==> src/rtl/boot_loader_pkg.sv <==
`default_nettype none
// ============================================================================
//  Module      : boot_loader_pkg
//  Description : Shared types and constants for the UART boot loader.
//  Revision    : 1.0 - initial release
// ============================================================================
package boot_loader_pkg;

    localparam logic [7:0] BOOT_SYNC_BYTE = 8'hA5;
    localparam int         IMEM_ADDR_W    = 8;

    typedef enum logic [2:0] {
        ST_SYNC   = 3'd0,
        ST_LEN_LO = 3'd1,
        ST_LEN_HI = 3'd2,
        ST_DATA   = 3'd3,
        ST_CSUM   = 3'd4,
        ST_RUN    = 3'd5,
        ST_ERR    = 3'd6
    } boot_state_t;

    typedef enum logic [2:0] {
        RX_IDLE  = 3'd0,
        RX_START = 3'd1,
        RX_DATA  = 3'd2,
        RX_STOP  = 3'd3,
        RX_DONE  = 3'd4
    } rx_state_t;

endpackage
`default_nettype wire

==> src/rtl/boot_loader_uart_rx.sv <==
`default_nettype none
// ============================================================================
//  Module      : uart_rx
//  Description : 8N1 UART receiver with input synchronizer, mid-bit start
//                re-check and single stop-bit sample.
//  Revision    : 1.0 - initial release
// ============================================================================
module uart_rx
    import boot_loader_pkg::*;
#(
    parameter int CLKS_PER_BIT = 868
) (
    input  logic       clk_i,
    input  logic       rst_i,
    input  logic       rx_i,
    output logic [7:0] rx_data,
    output logic       rx_valid,
    output logic       rx_frame_err
);

    localparam int                  c_cnt_w    = (CLKS_PER_BIT > 2) ? $clog2(CLKS_PER_BIT) : 1;
    localparam logic [c_cnt_w-1:0]  c_bit_last  = c_cnt_w'(CLKS_PER_BIT - 1);
    localparam logic [c_cnt_w-1:0]  c_half_last = c_cnt_w'(CLKS_PER_BIT / 2 - 1);

    logic               r_sync1;
    logic               r_sync2;
    rx_state_t          r_state;
    logic [c_cnt_w-1:0] r_cnt;
    logic [2:0]         r_bit_idx;
    logic [7:0]         r_shift;
    logic               r_stop;
    logic [7:0]         r_data;
    logic               r_valid;
    logic               r_frame_err;

    always_ff @(posedge clk_i or posedge rst_i) begin
        if (rst_i) begin
            r_sync1 <= 1'b1;
            r_sync2 <= 1'b1;
        end else begin
            r_sync1 <= rx_i;
            r_sync2 <= r_sync1;
        end
    end

    always_ff @(posedge clk_i or posedge rst_i) begin
        if (rst_i) begin
            r_state     <= RX_IDLE;
            r_cnt       <= '0;
            r_bit_idx   <= '0;
            r_shift     <= '0;
            r_stop      <= 1'b1;
            r_data      <= '0;
            r_valid     <= 1'b0;
            r_frame_err <= 1'b0;
        end else begin
            r_valid <= 1'b0;
            case (r_state)
                RX_IDLE: begin
                    r_cnt <= '0;
                    if (!r_sync2) begin
                        r_state <= RX_START;
                    end
                end
                // A low pulse that has gone by mid-bit is treated as noise.
                RX_START: begin
                    if (r_cnt == c_half_last) begin
                        r_cnt     <= '0;
                        r_bit_idx <= '0;
                        r_state   <= r_sync2 ? RX_IDLE : RX_DATA;
                    end else begin
                        r_cnt <= r_cnt + 1'b1;
                    end
                end
                RX_DATA: begin
                    if (r_cnt == c_bit_last) begin
                        r_cnt     <= '0;
                        r_shift   <= {r_sync2, r_shift[7:1]};
                        r_bit_idx <= r_bit_idx + 1'b1;
                        if (r_bit_idx == 3'd7) begin
                            r_state <= RX_STOP;
                        end
                    end else begin
                        r_cnt <= r_cnt + 1'b1;
                    end
                end
                RX_STOP: begin
                    if (r_cnt == c_bit_last) begin
                        r_cnt   <= '0;
                        r_stop  <= r_sync2;
                        r_state <= RX_DONE;
                    end else begin
                        r_cnt <= r_cnt + 1'b1;
                    end
                end
                RX_DONE: begin
                    r_data      <= r_shift;
                    r_frame_err <= ~r_stop;
                    r_valid     <= 1'b1;
                    r_state     <= RX_IDLE;
                end
                default: r_state <= RX_IDLE;
            endcase
        end
    end

    assign rx_data      = r_data;
    assign rx_valid     = r_valid;
    assign rx_frame_err = r_frame_err;

endmodule
`default_nettype wire

==> src/rtl/boot_loader.sv <==
`default_nettype none
// ============================================================================
//  Module      : boot_loader
//  Description : UART boot loader; streams a program image into IMEM and
//                releases the core reset. Optional trailing XOR checksum is
//                enabled with the BOOT_CHECKSUM_EN macro.
//  Revision    : 1.0 - initial release
// ============================================================================
module boot_loader
    import boot_loader_pkg::*;
#(
    parameter int CLKS_PER_BIT = 868,
    parameter int IMEM_DEPTH   = 256
) (
    input  logic                   clk_i,
    input  logic                   rst_i,
    input  logic                   uart_rx_i,
    output logic                   imem_we_o,
    output logic [IMEM_ADDR_W-1:0] imem_addr_o,
    output logic [31:0]            imem_data_o,
    output logic                   core_rst_o,
    output logic                   done_o,
    output logic                   err_o
);

    localparam logic [16:0] c_depth = 17'(IMEM_DEPTH);

    logic [7:0]  w_rx_data;
    logic        w_rx_valid;
    logic        w_rx_frame_err;
    logic [16:0] w_len;

    boot_state_t          r_state;
    logic [15:0]          r_len;
    logic [15:0]          r_word_idx;
    logic [1:0]           r_byte_idx;
    logic [31:0]          r_asm;
    logic                 r_we;
    logic [IMEM_ADDR_W-1:0] r_addr;
    logic [31:0]          r_data;
    logic                 r_core_rst;
    logic                 r_done;
    logic                 r_err;
`ifdef BOOT_CHECKSUM_EN
    logic [7:0]           r_csum;
`endif

    uart_rx #(
        .CLKS_PER_BIT (CLKS_PER_BIT)
    ) u_rx (
        .clk_i        (clk_i),
        .rst_i        (rst_i),
        .rx_i         (uart_rx_i),
        .rx_data      (w_rx_data),
        .rx_valid     (w_rx_valid),
        .rx_frame_err (w_rx_frame_err)
    );

    assign w_len = {1'b0, w_rx_data, r_len[7:0]};

    always_ff @(posedge clk_i or posedge rst_i) begin
        if (rst_i) begin
            r_state    <= ST_SYNC;
            r_len      <= '0;
            r_word_idx <= '0;
            r_byte_idx <= '0;
            r_asm      <= '0;
            r_we       <= 1'b0;
            r_addr     <= '0;
            r_data     <= '0;
            r_core_rst <= 1'b1;
            r_done     <= 1'b0;
            r_err      <= 1'b0;
`ifdef BOOT_CHECKSUM_EN
            r_csum     <= '0;
`endif
        end else begin
            r_we <= 1'b0;
            case (r_state)
                ST_SYNC: begin
                    if (w_rx_valid && !w_rx_frame_err && w_rx_data == BOOT_SYNC_BYTE) begin
                        r_state <= ST_LEN_LO;
`ifdef BOOT_CHECKSUM_EN
                        r_csum  <= '0;
`endif
                    end
                end
                ST_LEN_LO: begin
                    if (w_rx_valid) begin
                        if (w_rx_frame_err) begin
                            r_state <= ST_ERR;
                            r_err   <= 1'b1;
                        end else begin
                            r_len[7:0] <= w_rx_data;
                            r_state    <= ST_LEN_HI;
                        end
                    end
                end
                ST_LEN_HI: begin
                    if (w_rx_valid) begin
                        r_len[15:8] <= w_rx_data;
                        r_word_idx  <= '0;
                        r_byte_idx  <= '0;
                        if (w_rx_frame_err || w_len > c_depth) begin
                            r_state <= ST_ERR;
                            r_err   <= 1'b1;
                        end else if (w_len == 17'd0) begin
`ifdef BOOT_CHECKSUM_EN
                            r_state    <= ST_CSUM;
`else
                            r_state    <= ST_RUN;
                            r_core_rst <= 1'b0;
                            r_done     <= 1'b1;
`endif
                        end else begin
                            r_state <= ST_DATA;
                        end
                    end
                end
                // The exit check waits for the write pulse so RUN follows it by one cycle.
                ST_DATA: begin
                    if (r_we && r_word_idx == r_len) begin
`ifdef BOOT_CHECKSUM_EN
                        r_state    <= ST_CSUM;
`else
                        r_state    <= ST_RUN;
                        r_core_rst <= 1'b0;
                        r_done     <= 1'b1;
`endif
                    end else if (w_rx_valid) begin
                        if (w_rx_frame_err) begin
                            r_state <= ST_ERR;
                            r_err   <= 1'b1;
                        end else begin
                            r_asm      <= {w_rx_data, r_asm[31:8]};
                            r_byte_idx <= r_byte_idx + 1'b1;
`ifdef BOOT_CHECKSUM_EN
                            r_csum     <= r_csum ^ w_rx_data;
`endif
                            if (r_byte_idx == 2'd3) begin
                                r_we       <= 1'b1;
                                r_addr     <= r_word_idx[IMEM_ADDR_W-1:0];
                                r_data     <= {w_rx_data, r_asm[31:8]};
                                r_word_idx <= r_word_idx + 16'd1;
                            end
                        end
                    end
                end
`ifdef BOOT_CHECKSUM_EN
                ST_CSUM: begin
                    if (w_rx_valid) begin
                        if (w_rx_frame_err || w_rx_data != r_csum) begin
                            r_state <= ST_ERR;
                            r_err   <= 1'b1;
                        end else begin
                            r_state    <= ST_RUN;
                            r_core_rst <= 1'b0;
                            r_done     <= 1'b1;
                        end
                    end
                end
`endif
                ST_RUN: begin
                    r_state <= ST_RUN;
                end
                ST_ERR: begin
                    r_state <= ST_ERR;
                end
                default: begin
                    r_state <= ST_ERR;
                    r_err   <= 1'b1;
                end
            endcase
        end
    end

    assign imem_we_o   = r_we;
    assign imem_addr_o = r_addr;
    assign imem_data_o = r_data;
    assign core_rst_o  = r_core_rst;
    assign done_o      = r_done;
    assign err_o       = r_err;

endmodule
`default_nettype wire

==> config.mk <==
export PLATFORM = sky130hd
export DESIGN_NAME = boot_loader
export DESIGN_NICKNAME = d
export VERILOG_FILES = /design/src/rtl/boot_loader_pkg.sv /design/src/rtl/boot_loader_uart_rx.sv /design/src/rtl/boot_loader.sv
export SDC_FILE = /design/constraint.sdc
export NUM_CORES = 1
export LEC_CHECK = 0
export ABC_CLOCK_PERIOD_IN_PS = 5350
export CAP_MARGIN = 20
export CORE_MARGIN = 3
export CORE_UTILIZATION = 45
export CTS_BUF_LIST = sky130_fd_sc_hd__clkbuf_8
export CTS_CLUSTER_DIAMETER = 200
export DETAILED_ROUTE_END_ITERATION = 10
export PLACE_DENSITY = 0.64
export SLEW_MARGIN = 10
export SYNTH_ARGS = -nofsm -noshare
export SYNTH_HDL_FRONTEND = slang
export SYNTH_SLANG_ARGS = --single-unit
==> constraint.sdc <==
create_clock -name clk_i -period 5.35 [get_ports clk_i]
set_input_delay 0.8025 -clock clk_i [delete_from_list [all_inputs] [get_ports clk_i]]
set_output_delay 0.8025 -clock clk_i [all_outputs]
set_load 0.1 [all_outputs]
==> summary.md <==
| Metric | Value |
|---|---|
| CP Cell Sequence | `nor3b_1 -> nand3_1 -> a21oi_1 -> nand2_2 -> mux2_2` |
| Fin. Hold Viols | `0` |
| Crit-path max cell delay | `0.82 ns` |
| Slowest-stage cell, CP | `nand2_2` |
| Leak | `3.59 nW` |
| Die W | `126 um` |
| Flops & latches, synth | `142` |
| Register area share after synthesis | `55.1%` |
| Clock-pin transition on the worst setup and hold timing paths | `0.07 ns` |
| Slack of the critical path | `1.89 ns` |
| DIE AREA | `15800 um^2` |
| Layout cell share with drive strength beyond 1 | `24.8%` |
| TritonCTS clock tree | `done` |
| RSZ-0062 raised after global routing | `false` |
| Synth Net Count | `536` |
| Core area | `14000 um^2` |
| Pwr Total | `2.03 mW` |
| FFs w/ async S/R, synth | `100%` |
| Final non-filler cell total | `761` |
| MaxCap Viol Count | `0` |
| Startpoint types | `register` |
| Switch Pwr | `436 uW` |
| Vias/cell | `5.39` |
| Sequential share of power | `52.8%` |
| Buffers added on ports | `46` |
| First-pass GRT wire length | `21300 um` |
| Cts bufs inserted | `17` |
| DP Cell Count | `729` |
| Tcrit/Tclk final | `64.7%` |
| Tightest Pin Transition | `1.06 ns` |
| Final Critical Period | `3.46 ns` |
| Fmax | `289 MHz` |
| Setup violations, final | `0` |
| Total Routing Usage GR | `16.6%` |
| # rows | `43` |
| Vias in the first global route | `4194` |
| Commonest non-fill, non-tap cell in the layout | `dfrtp_1` |
| Gate power share | `1.1%` |
| Area grow syn2layout | `14.9%` |
| GP Congestion | `0.846` |
| Worst Path Arrival | `3.78 ns` |
| N_diodes | `0` |
| PD cells | `274 nW/um^2` |
| Initial antenna violation count | `0` |
| Avg Synthesized Cell Area | `12.3 um^2` |
| Setup slack at placement | `1.96 ns` |
| Antenna-violating nets left | `0` |
| Post-route DRC | `0` |
| Hold Worst Slack | `0.357 ns` |
| Clk Tree Root Cell | `clkbuf_8` |
| Critical Path Fanout Max | `42` |
| Postcts setup bufs | `0` |
| Clock network fraction of total power | `46.0%` |
| GR Overflow Total | `0` |
| Hold-fix buffers, CTS | `0` |
| Largest net degree at the start of global routing | `106` |
| Cells after Synth | `527` |
| Post-route setup TNS | `0 ns` |
| Worst Setup End Kind | `register` |
| Cell accounting for the most synthesized area | `dfrtp_1` |
| Synth Warn # | `0` |
| Layout Nets | `577` |
| Worst Setup Path Type | `reg2reg` |
| Detailed Route Iter0 Violations | `271` |
| H-Tree Depth | `4` |
| Die H | `126 um` |
| Synth area leaders | `dfrtp_1 53%, mux2_2 12%, mux2_4 4.6%` |
| Vias | `4099` |
| Worst vdd ir | `158 uV` |
| WL final | `12400 um` |
| Pins over their slew limit | `0` |
| Initial Utilization | `46.2%` |
| Clk sink count | `142` |
| Skew-Pair Late Insertion Delay | `0.44 ns` |
| Fin Clk Skew | `0.00892 ns` |
| Switching share of power | `21.4%` |
| Most frequent cells in the layout | `138 x dfrtp_1, 70 x mux2_2, 60 x nand2_1, 46 x clkdlybuf4s50_1, 29 x nor2_1` |
| Drt first pass iters | `6` |
| Mapped Area | `6460 um^2` |
| Ys flop type | `dfrtp_1` |
| Tightest Hold Check Type | `reg2reg` |
| CP required | `5.67 ns` |
| Top cell type's share of synthesized area | `53.4%` |
| Final HPWL from detailed placement | `8270 um` |
| Worst-case clock buffer depth | `2` |
| Yosys cell types | `61` |
| I/O pin count | `47` |
| Internal | `1.60 mW` |
| Max_slew headroom | `29.4%` |
| EDFF count, synth | `0` |
| Post-CTS sizing | `0` |
| Wirelength per Cell | `16.3 um` |
| Status | `finished, final reports clean` |
-- layout make-up --
cell class | instances | area (um^2)
Fill cell | 1168 | 6560
Sequential cell | 142 | 3560
Multi-Input combinational cell | 346 | 2670
Timing Repair Buffer | 48 | 475
Clock buffer | 18 | 248
Tap cell | 180 | 225
Clock inverter | 14 | 191
Inverter | 13 | 53.8
-- synth_stat cells (7+ instances only) --
cell,n
inv_1,13
o21ai_0,13
nor3_1,8
nand2_1,61
nand2b_1,9
clkbuf_1,9
nor2_1,29
nand4_1,7
mux2i_1,8
nand3_1,16
mux2_4,20
mux2_2,70
xnor2_1,20
a21oi_1,10
dfrtp_1,138
-- power groups by stage --
| stage | logic [mW] | registers (mW) | clock network, mW |
|---|---|---|---|
| floorplan | 0.0160 | 1.10 | 0 |
| global placement | 0.0240 | 1.10 | 0 |
| detailed placement | 0.0249 | 1.10 | 0 |
| CTS | 0.0249 | 1.07 | 0.961 |
| global route | 0.0276 | 1.07 | 1.01 |
| finish | 0.0227 | 1.07 | 0.936 |
-- metrics by stage --
stage	util, %	area [um^2]
finish	53.1	7430
global route	53.1	7430
CTS	53.1	7430
detailed placement	49.9	6990
global placement	49.9	6990
floorplan	-	6460
-- flip-flops by register name, indices dropped and copies added, names as in the netlist, 8 cells and up --
register      flops
imem_addr_o       8
imem_data_o      32
r_asm            24
r_len            16
r_word_idx       16
u_rx.r_cnt       10
u_rx.r_shift      8
u_rx.rx_data      8
-- worst max-delay path, delay by kind of cell (launching register included) --
family          cells  cell delay [ns]
compound gates      1             0.79
flops               1             0.50
mux                 1             0.54
simple gates        3             1.50
-- layer usage --
metal	up-vias	wire [um]	global-route usage, %
met5	-	0	0
met4	0	199	5.87
met3	18	515	3.99
met2	88	5860	25.7
met1	2057	5820	23.1
li1	1936	-	-
-- worst paths after layout --
path,end,start,slack [ns],cells past startpoint
min in group asynchronous,imem_data_o[11]$_DFFE_PP0P_,rst_i,0.94,2
max,imem_data_o[20]$_DFFE_PP0P_,u_rx.rx_frame_err$_DFFE_PP0P_,1.89,5
min,u_rx.r_sync2$_DFF_PP1_,u_rx.r_sync1$_DFF_PP1_,0.36,0
min reg2reg,u_rx.r_sync2$_DFF_PP1_,u_rx.r_sync1$_DFF_PP1_,0.36,0
max reg2reg,imem_data_o[20]$_DFFE_PP0P_,u_rx.rx_frame_err$_DFFE_PP0P_,1.89,5
max in group asynchronous,r_len[15]$_DFFE_PP0P_,rst_i,3.37,3
-- cell families (layout without fill, tap and decap cells) --
kind of cell	count (synthesis)	in the layout	share of synthesized area [%]
adders and majority gates	6	6	1.16
muxes	98	98	18.1
DFF	142	142	55.1
AOI/OAI and AO/OA	53	53	5.71
and+or+nand+nor	163	163	12.5
buffers and inverters	39	93	3.68
xor gates and xnor gates	26	26	3.76
Note: power is estimated with default switching activity, not from simulation.
